<file path="src/rtl/csa_accum_seq.sv">
// csa_accum_seq: multi-operand accumulator that keeps its running total in
// redundant sum/carry form through a 3:2 compressor and resolves it with a
// single carry-propagate add at the end of the job.
module csa_accum_seq #(
  parameter int unsigned WIDTH = 16,
  parameter int unsigned CNT_W = 4,
  parameter int unsigned ACC_W = WIDTH + CNT_W
) (
  input  logic             clk,
  input  logic             rst_n,
  input  logic             start,
  input  logic [CNT_W-1:0] num_ops,
  input  logic [WIDTH-1:0] op_data,
  input  logic             op_valid,
  output logic             op_ready,
  output logic [ACC_W-1:0] result,
  output logic             res_valid,
  input  logic             res_ready,
  output logic             busy,
  output logic             err
);

  typedef enum logic [1:0] {
    S_IDLE    = 2'd0,
    S_ACCUM   = 2'd1,
    S_RESOLVE = 2'd2,
    S_DONE    = 2'd3
  } state_e;

  state_e             state_q, state_d;

  logic [ACC_W-1:0]   s_vec_q, s_vec_d;
  logic [ACC_W-1:0]   c_vec_q, c_vec_d;
  logic [CNT_W-1:0]   remaining_q, remaining_d;
  logic [ACC_W-1:0]   result_q, result_d;

  logic               op_ready_q, op_ready_d;
  logic               res_valid_q, res_valid_d;
  logic               busy_q, busy_d;
  logic               err_q, err_d;

  logic               start_ok_c;
  logic               reject_c;
  logic               accept_c;
  logic               last_c;
  logic               res_hs_c;
  logic [ACC_W-1:0]   x_ext_c;
  logic [ACC_W-1:0]   csa_sum_c;
  logic [ACC_W-1:0]   csa_carry_c;

  // Job request qualification, operand and result handshakes
  always_comb begin
    start_ok_c = 1'b0;
    reject_c   = 1'b0;
    if (state_q == S_IDLE && start) begin
      if (num_ops >= CNT_W'(2)) begin
        start_ok_c = 1'b1;
      end else begin
        reject_c = 1'b1;
      end
    end
    accept_c = (state_q == S_ACCUM) && op_valid && op_ready_q;
    last_c   = (remaining_q == CNT_W'(1));
    res_hs_c = (state_q == S_DONE) && res_valid_q && res_ready;
  end

  // 3:2 compression of the running sum/carry pair with the incoming operand
  always_comb begin
    x_ext_c     = ACC_W'(op_data);
    csa_sum_c   = s_vec_q ^ c_vec_q ^ x_ext_c;
    csa_carry_c = ((s_vec_q & c_vec_q) | (s_vec_q & x_ext_c) | (c_vec_q & x_ext_c)) << 1;
  end

  // State register
  always_ff @(posedge clk) begin
    if (!rst_n) begin
      state_q <= S_IDLE;
    end else begin
      state_q <= state_d;
    end
  end

  // Next-state logic
  always_comb begin
    state_d = state_q;
    case (state_q)
      S_IDLE: begin
        if (start_ok_c) begin
          state_d = S_ACCUM;
        end
      end
      S_ACCUM: begin
        if (accept_c && last_c) begin
          state_d = S_RESOLVE;
        end
      end
      S_RESOLVE: begin
        state_d = S_DONE;
      end
      S_DONE: begin
        if (res_hs_c) begin
          state_d = S_IDLE;
        end
      end
      default: begin
        state_d = S_IDLE;
      end
    endcase
  end

  // Datapath next values: clear on job start, compress on accept, resolve once
  always_comb begin
    s_vec_d     = s_vec_q;
    c_vec_d     = c_vec_q;
    remaining_d = remaining_q;
    result_d    = result_q;
    if (start_ok_c) begin
      s_vec_d     = '0;
      c_vec_d     = '0;
      remaining_d = num_ops;
    end
    if (accept_c) begin
      s_vec_d     = csa_sum_c;
      c_vec_d     = csa_carry_c;
      remaining_d = remaining_q - CNT_W'(1);
    end
    if (state_q == S_RESOLVE) begin
      result_d = s_vec_q + c_vec_q;
    end
  end

  // Datapath registers
  always_ff @(posedge clk) begin
    if (!rst_n) begin
      s_vec_q     <= '0;
      c_vec_q     <= '0;
      remaining_q <= '0;
      result_q    <= '0;
    end else begin
      s_vec_q     <= s_vec_d;
      c_vec_q     <= c_vec_d;
      remaining_q <= remaining_d;
      result_q    <= result_d;
    end
  end

  // Output decode from the upcoming state so the flags are registered with it
  always_comb begin
    op_ready_d  = 1'b0;
    res_valid_d = 1'b0;
    busy_d      = 1'b0;
    err_d       = 1'b0;
    op_ready_d  = (state_d == S_ACCUM);
    res_valid_d = (state_d == S_DONE);
    busy_d      = (state_d != S_IDLE);
    err_d       = reject_c;
  end

  // Output flag registers
  always_ff @(posedge clk) begin
    if (!rst_n) begin
      op_ready_q  <= 1'b0;
      res_valid_q <= 1'b0;
      busy_q      <= 1'b0;
      err_q       <= 1'b0;
    end else begin
      op_ready_q  <= op_ready_d;
      res_valid_q <= res_valid_d;
      busy_q      <= busy_d;
      err_q       <= err_d;
    end
  end

  assign op_ready  = op_ready_q;
  assign res_valid = res_valid_q;
  assign busy      = busy_q;
  assign err       = err_q;
  assign result    = result_q;

endmodule

</file>
<file path="config.mk">
export PLATFORM = sky130hd
export DESIGN_NAME = csa_accum_seq
export DESIGN_NICKNAME = d
export VERILOG_FILES = /design/src/rtl/csa_accum_seq.sv
export SDC_FILE = /design/constraint.sdc
export NUM_CORES = 1
export LEC_CHECK = 0
export ABC_AREA = 1
export CAP_MARGIN = 20
export CORE_AREA = 2 2 109 111
export CTS_CLUSTER_DIAMETER = 30
export DETAILED_ROUTE_END_ITERATION = 8
export DIE_AREA = 0 0 111 113
export PLACE_DENSITY = 0.63
export SYNTH_ARGS = -nofsm -noshare
export SYNTH_HDL_FRONTEND = slang
export SYNTH_SLANG_ARGS = --single-unit
</file>
<file path="constraint.sdc">
create_clock -name clk -period 1.6 [get_ports clk]
set_input_delay 0.16 -clock clk [delete_from_list [all_inputs] [get_ports clk]]
set_output_delay 0.16 -clock clk [all_outputs]
set_load 0.05 [all_outputs]
</file>
==> metrics.yaml, run 1 <==
cp_common_cell: "nand2_1"
cts.htree.levels: 3
ir_drop_v: 0.000383
wire_per_inst_microns: 12.9
cts_tree: "done"
antenna_found_initial: 0
num_vias: 3809
finalCriticalPeriod_ns: 1.65
synth_top_area_share_pct: 35.3
powerDensity_mw_per_mm2: 769
maxCapViolCount: 0
path_max_fanout: 4
relSlewSlack_pct: 61.2
routed_wirelength_mm: 10.3
critical_path_class: "reg -> reg"
yosysTopAreaCell: "dfxtp_1"
die_area_sq_mm: 0.0125
total_power_uw: 4310
grt_first_pass_wirelength_mm: 17.0
yosysWarnings: 0
ys_ff_latch: 69
firstDrtPassIters: 4
io_pins: 49
syn_area_per_cell_sq_um: 7.21
grt_max_degree: 30
setup_viol: 4
root_buffer: "clkbuf_16"
clk_path_buf_depth: 2
drt_iter0_drc: 168
remaining_drc_errors: 0
r2r_end: "result[17]"
hold_viol_final: 0
finClkSkew_ns: 0.00823
gr-total-overflow: 0
synthCells: 543
yosysSeqAreaShare_pct: 35.3
cpPeakStageDelay_ns: 0.34
place_congestion: 0.876
min_period_over_period_pct: 103
hpwl_mm: 7.34
synth-edff-count: 0
cellLeakagePower_uw: 0.00249
ys_top_cells_by_count: "nand2_1 (165), dfxtp_1 (69), nor2_1 (58)"
violations: "setup timing"
rows: 39
die_w_microns: 111
vias_per_cell: 4.79
fin_setup_tns_ns: -0.124
arrival_ns: 1.88
grt_usage_pct: 16.7
cts_hold_repair.buffers: 0
syn_area_sq_mm: 0.00392
cts.sinks: 69
r2r_start: "c_vec_q[9]"
worstSkewPairLatency_ns: 0.34
rrSetupSlack_ns: -0.05
critical_path.slowest_cell: "dfxtp_2"
cp-end-kind: "register"
cts_made_buffers: 9
core-area_sq_mm: 0.0113
crit_required_ns: 1.84
finish.utilization_pct: 49.7
status: "finished, violations left"
tightest_slew_ns: 0.581
start_kind: "register"
clk_pin_slew_ns: 0.06
syn_nets: 605
n_antenna_cell: 0
hp-start: "start"
die_h_microns: 113
synthTopCellsByArea: "dfxtp_1 (35%), nand2_1 (16%), fa_1 (8.2%), a21oi_1 (7.0%), ha_1 (6.7%)"
hold_depth: 3
async_flop_share_pct: 0
slew_viol_final: 0
min_to: "err"
fmax_ghz: 0.607
yosys.cell_types.count: 28
place_ws_ns: -0.0806
layout-drive-gt1-share_pct: 29.2
area_growth_pct: 43.2
synth_most_common_cell: "nand2_1"
layout.nets: 710
ant_nets: 0
layout_setup_ws_ns: -0.0467
ff2ff_path_depth: 11
ys.flop_type: "dfxtp_1"
grt_pass1_vias: 3709
initial_core_util_pct: 34.7
io_buffers: 48
rsz0062_at_grt: "true"
hold_path.class: "in -> reg"
crit_chain: "ha_4, nand2_1, inv_1, buf_4, nand2_1, nor3_1, nand2_2, nand3_1, nand3_1, nand2_1, inv_1"
[worst max-delay path: cells and delay by family (launching register included)]
kind | cells | cell delay (ns)
flops | 1 | 0.34
simple gates | 7 | 0.65
buf+inv | 3 | 0.26
fa+ha+maj | 1 | 0.30
[flip-flops by register name, indices dropped and copies added, names as in the netlist]
name,flops
remaining_q,4
busy,1
state_q,2
c_vec_q,19
err,1
result,20
s_vec_q,20
op_ready,1
res_valid,1
[timing repair]
item,4_1_cts,5_1_grt
setup endpoints to repair,13,14
setup buffers,0,2
resized for setup,16,63
pin swaps,3,20
hold endpoints to repair,0,0
[cell families (layout without fill, tap and decap cells)]
kind of cell | count (synthesis) | after routing | synth area share [%]
AOI/OAI and AO/OA | 83 | 83 | 11.3
xor gates and xnor gates | 9 | 9 | 2.01
and+or+nand+nor | 273 | 273 | 28.6
adders and majority gates | 37 | 37 | 14.9
DFF | 69 | 69 | 35.3
buffers and inverters | 72 | 182 | 7.89
[stage by stage]
step	hold WS [ns]	instance area, sq um	cells
2_1_floorplan	0.295	3940	543
3_3_place_gp	0.452	4930	778
3_5_place_dp	0.460	4930	778
4_1_cts	0.395	5340	794
5_1_grt	0.413	5610	796
6_report	0.403	5610	796
[layer usage]
metal | GRT usage [%] | routed length, microns
met1 | 20.3 | 4600
met2 | 29.0 | 5010
met3 | 2.73 | 428
met5 | 0 | 0
met4 | 7.75 | 218
[layout by cell type (no fill, tap or decap), types with 9 or more instances in the layout]
| cell type | Yosys | layout |
|---|---|---|
| fa_1 | 16 | 15 |
| nand2_2 | 5 | 18 |
| nor2_1 | 58 | 53 |
| buf_4 | 0 | 84 |
| clkdlybuf4s50_1 | 0 | 24 |
| nand2_1 | 165 | 150 |
| a21oi_1 | 55 | 48 |
| o21ai_0 | 17 | 14 |
| nand3_1 | 34 | 29 |
| dfxtp_1 | 69 | 49 |
| dfxtp_2 | 0 | 20 |
| ha_4 | 0 | 15 |
| a21oi_2 | 4 | 9 |
| clkbuf_16 | 0 | 9 |
| inv_1 | 52 | 51 |
[worst max path at each step]
stage | startpoint | to | slack, ns | cells after the start
floorplan | c_vec_q[1] | result[17] | 0.02 | 12
global placement | s_vec_q[10] | result[11] | -0.05 | 8
detailed placement | c_vec_q[1] | result[13] | -0.08 | 12
CTS | s_vec_q[10] | result[19] | -0.06 | 9
global route | s_vec_q[1] | result[13] | -0.15 | 12
finish | c_vec_q[9] | result[17] | -0.05 | 11
[layout make-up]
cell class | instances | area [sq um]
fillers | 1056 | 5670
flip-flops and latches | 69 | 1410
well taps | 143 | 179
inverters | 55 | 209
clock inverters | 6 | 86.3
clock buffers | 10 | 239
repair buffers | 111 | 920
multi-input cells | 402 | 2570
[power breakdown]
group	switching (uW)	internal [uW]	leakage (uW)
logic	198	161	0.00176
registers	20.6	1740	0.000568
clock network	781	1400	0.000158
No activity file was read; power rests on OpenSTA's default activity.
==> inputs of run 2 (changes only) <==
--- a/config.mk
+++ b/config.mk
@@ -12,6 +12,7 @@
 export DETAILED_ROUTE_END_ITERATION = 8
 export DIE_AREA = 0 0 111 113
 export PLACE_DENSITY = 0.63
+export SKIP_LAST_GASP = 1
 export SYNTH_ARGS = -nofsm -noshare
 export SYNTH_HDL_FRONTEND = slang
 export SYNTH_SLANG_ARGS = --single-unit
==> metrics.yaml, run 2 (synthesized netlist as in run 1, its figures left out) <==
status: "finished, violations left"
violations: "setup timing"
p_int_uw: 3310
gr-total-overflow: 0
fin_cells: 796
grt_use_met2_pct: 29.0
hold_path.class: "in -> reg"
firstDrtPassIters: 5
rows: 39
relSlewSlack_pct: 61.3
slew_viol_final: 0
multi_input_area_sq_mm: 0.00257
ff2ff_path_depth: 11
cts_tree: "done"
pwr-share-comb_pct: 8.3
clk_pin_slew_ns: 0.06
min_period_over_period_pct: 104
rsz0062_at_grt: "true"
fin_setup_tns_ns: -0.147
ir_drop_v: 0.000382
cpPeakStageDelay_ns: 0.33
hold_depth: 3
rrSetupSlack_ns: -0.06
finalCriticalPeriod_ns: 1.66
drt_iter0_drc: 141
placed_cells: 778
setup_viol: 4
critical_path.slowest_cell: "dfxtp_2"
critical_path_class: "reg -> reg"
powerDensity_mw_per_mm2: 770
fmax_ghz: 0.604
r2r_start: "c_vec_q[5]"
crit_required_ns: 1.84
min_to: "err"
die_area_sq_mm: 0.0125
final_common_cell: "nand2_1"
cp-end-kind: "register"
r2r_end: "result[16]"
io_buffers: 48
place_area_sq_mm: 0.00493
cts_made_buffers: 9
cts.htree.levels: 3
grt_pass1_vias: 3709
crit_chain: "ha_4, a21oi_4, nor2_1, nor2_1, nand2_2, nand2_1, nand2_1, nand2_1, nand3_1, nand2_1, inv_1"
initial_core_util_pct: 34.7
die_h_microns: 113
swShare_pct: 23.3
io_pins: 49
remaining_drc_errors: 0
vias_per_cell: 4.80
place_congestion: 0.876
place_ws_ns: -0.0806
antenna_found_initial: 0
layout-drive-gt1-share_pct: 29.2
grt_max_degree: 30
area_growth_pct: 43.2
final_cell_mix: "nand2_1 (150), buf_4 (84), nor2_1 (53)"
die_w_microns: 111
cellLeakagePower_uw: 0.00249
grt_first_pass_wirelength_mm: 17.0
design_area_sq_mm: 0.00561
seq_power_share_pct: 40.9
path_max_fanout: 4
layout_setup_ws_ns: -0.0560
finClkSkew_ns: 0.00810
p_sw_uw: 1010
ant_nets: 0
clk_path_buf_depth: 2
hpwl_mm: 7.34
core-area_sq_mm: 0.0113
start_kind: "register"
worstSkewPairLatency_ns: 0.34
root_buffer: "clkbuf_16"
routed_wirelength_mm: 10.3
clkPwrFrac_pct: 50.8
grt_usage_pct: 16.7
hold_viol_final: 0
layout.nets: 710
fill_cells: 1056
maxCapViolCount: 0
hp-start: "start"
n_antenna_cell: 0
total_power_uw: 4310
tightest_slew_ns: 0.580
num_vias: 3819
cts.sinks: 69
register_area_sq_mm: 0.00141
globalRouteMet3Util_pct: 2.73
cp_common_cell: "nand2_1"
critPathLaunch: "c_vec_q[5]"
grt-busiest-layer: "met2"
wire_per_inst_microns: 12.9
met1_usage_pct: 20.3
arrival_ns: 1.90
==> run 2: cell counts in the layout (fill, tap and decap cells not counted) <==
No cell type changed its count.
==> run 2: worst max path at each step <==
stage	to	cells past startpoint	slack (ns)
CTS	result[19]	9	-0.06
global route	result[13]	12	-0.15
global placement	result[11]	8	-0.05
floorplan	result[17]	12	0.02
detailed placement	result[13]	12	-0.08
finish	result[16]	11	-0.06
==> run 2: repair_timing <==
| item | CTS | global route |
|---|---|---|
| setup endpoints to repair | 13 | 14 |
| hold buffers | 0 | 0 |
| gates resized for setup | 16 | 63 |
| hold endpoints to repair | 0 | 0 |
| buffers inserted | 0 | 2 |
| pin swaps | 3 | 19 |
==> run 2: final cells by class <==
| cell class | instances | area share [%] |
|---|---|---|
| Multi-Input combinational cell | 402 | 45.8 |
| Sequential cell | 69 | 25.1 |
| Timing Repair Buffer | 111 | 16.4 |
| Clock buffer | 10 | 4.26 |
| Inverter | 55 | 3.73 |
| Tap cell | 143 | 3.19 |
| Clock inverter | 6 | 1.54 |
==> run 2: metal layers <==
layer | share of wire (%) | vias to the layer above
met4 | 2.3 | 0
met1 | 45 | 1773
met2 | 49 | 85
met3 | 4.2 | 19
met5 | 0 | -
li1 | - | 1942
==> run 2: power by group through the flow <==
| stage | registers, uW | clock network, uW | logic, uW |
|---|---|---|---|
| floorplan | 1830 | 0 | 167 |
| global placement | 1800 | 0 | 346 |
| detailed placement | 1800 | 0 | 353 |
| CTS | 1760 | 2230 | 356 |
| global route | 1770 | 2290 | 393 |
| finish | 1760 | 2190 | 359 |
==> run 2: critical path, delay by kind of cell (launching register included) <==
family / cells / cell delay (ns)
AOI/OAI and AO/OA: 1 / 0.15
adders and majority gates: 1 / 0.27
buffers and inverters: 1 / 0.04
DFF: 1 / 0.33
and+or+nand+nor: 8 / 0.78
==> run 2: stage by stage <==
| step | util (%) | hold slack [ns] |
|---|---|---|
| final | 49.7 | 0.401 |
| after global routing | 49.7 | 0.413 |
| after CTS | 47.3 | 0.395 |
| after detailed placement | 43.7 | 0.460 |
| after global placement | 43.7 | 0.452 |
| after floorplan | - | 0.295 |
==> inputs of run 3 (changes only) <==
--- a/config.mk
+++ b/config.mk
@@ -6,7 +6,7 @@
 export NUM_CORES = 1
 export LEC_CHECK = 0
 export ABC_AREA = 1
-export CAP_MARGIN = 20
+export CAP_MARGIN = 40
 export CORE_AREA = 2 2 109 111
 export CTS_CLUSTER_DIAMETER = 30
 export DETAILED_ROUTE_END_ITERATION = 8
==> results of run 3 <==
The final DEF is identical to that of run 2; final timing and power are the same.
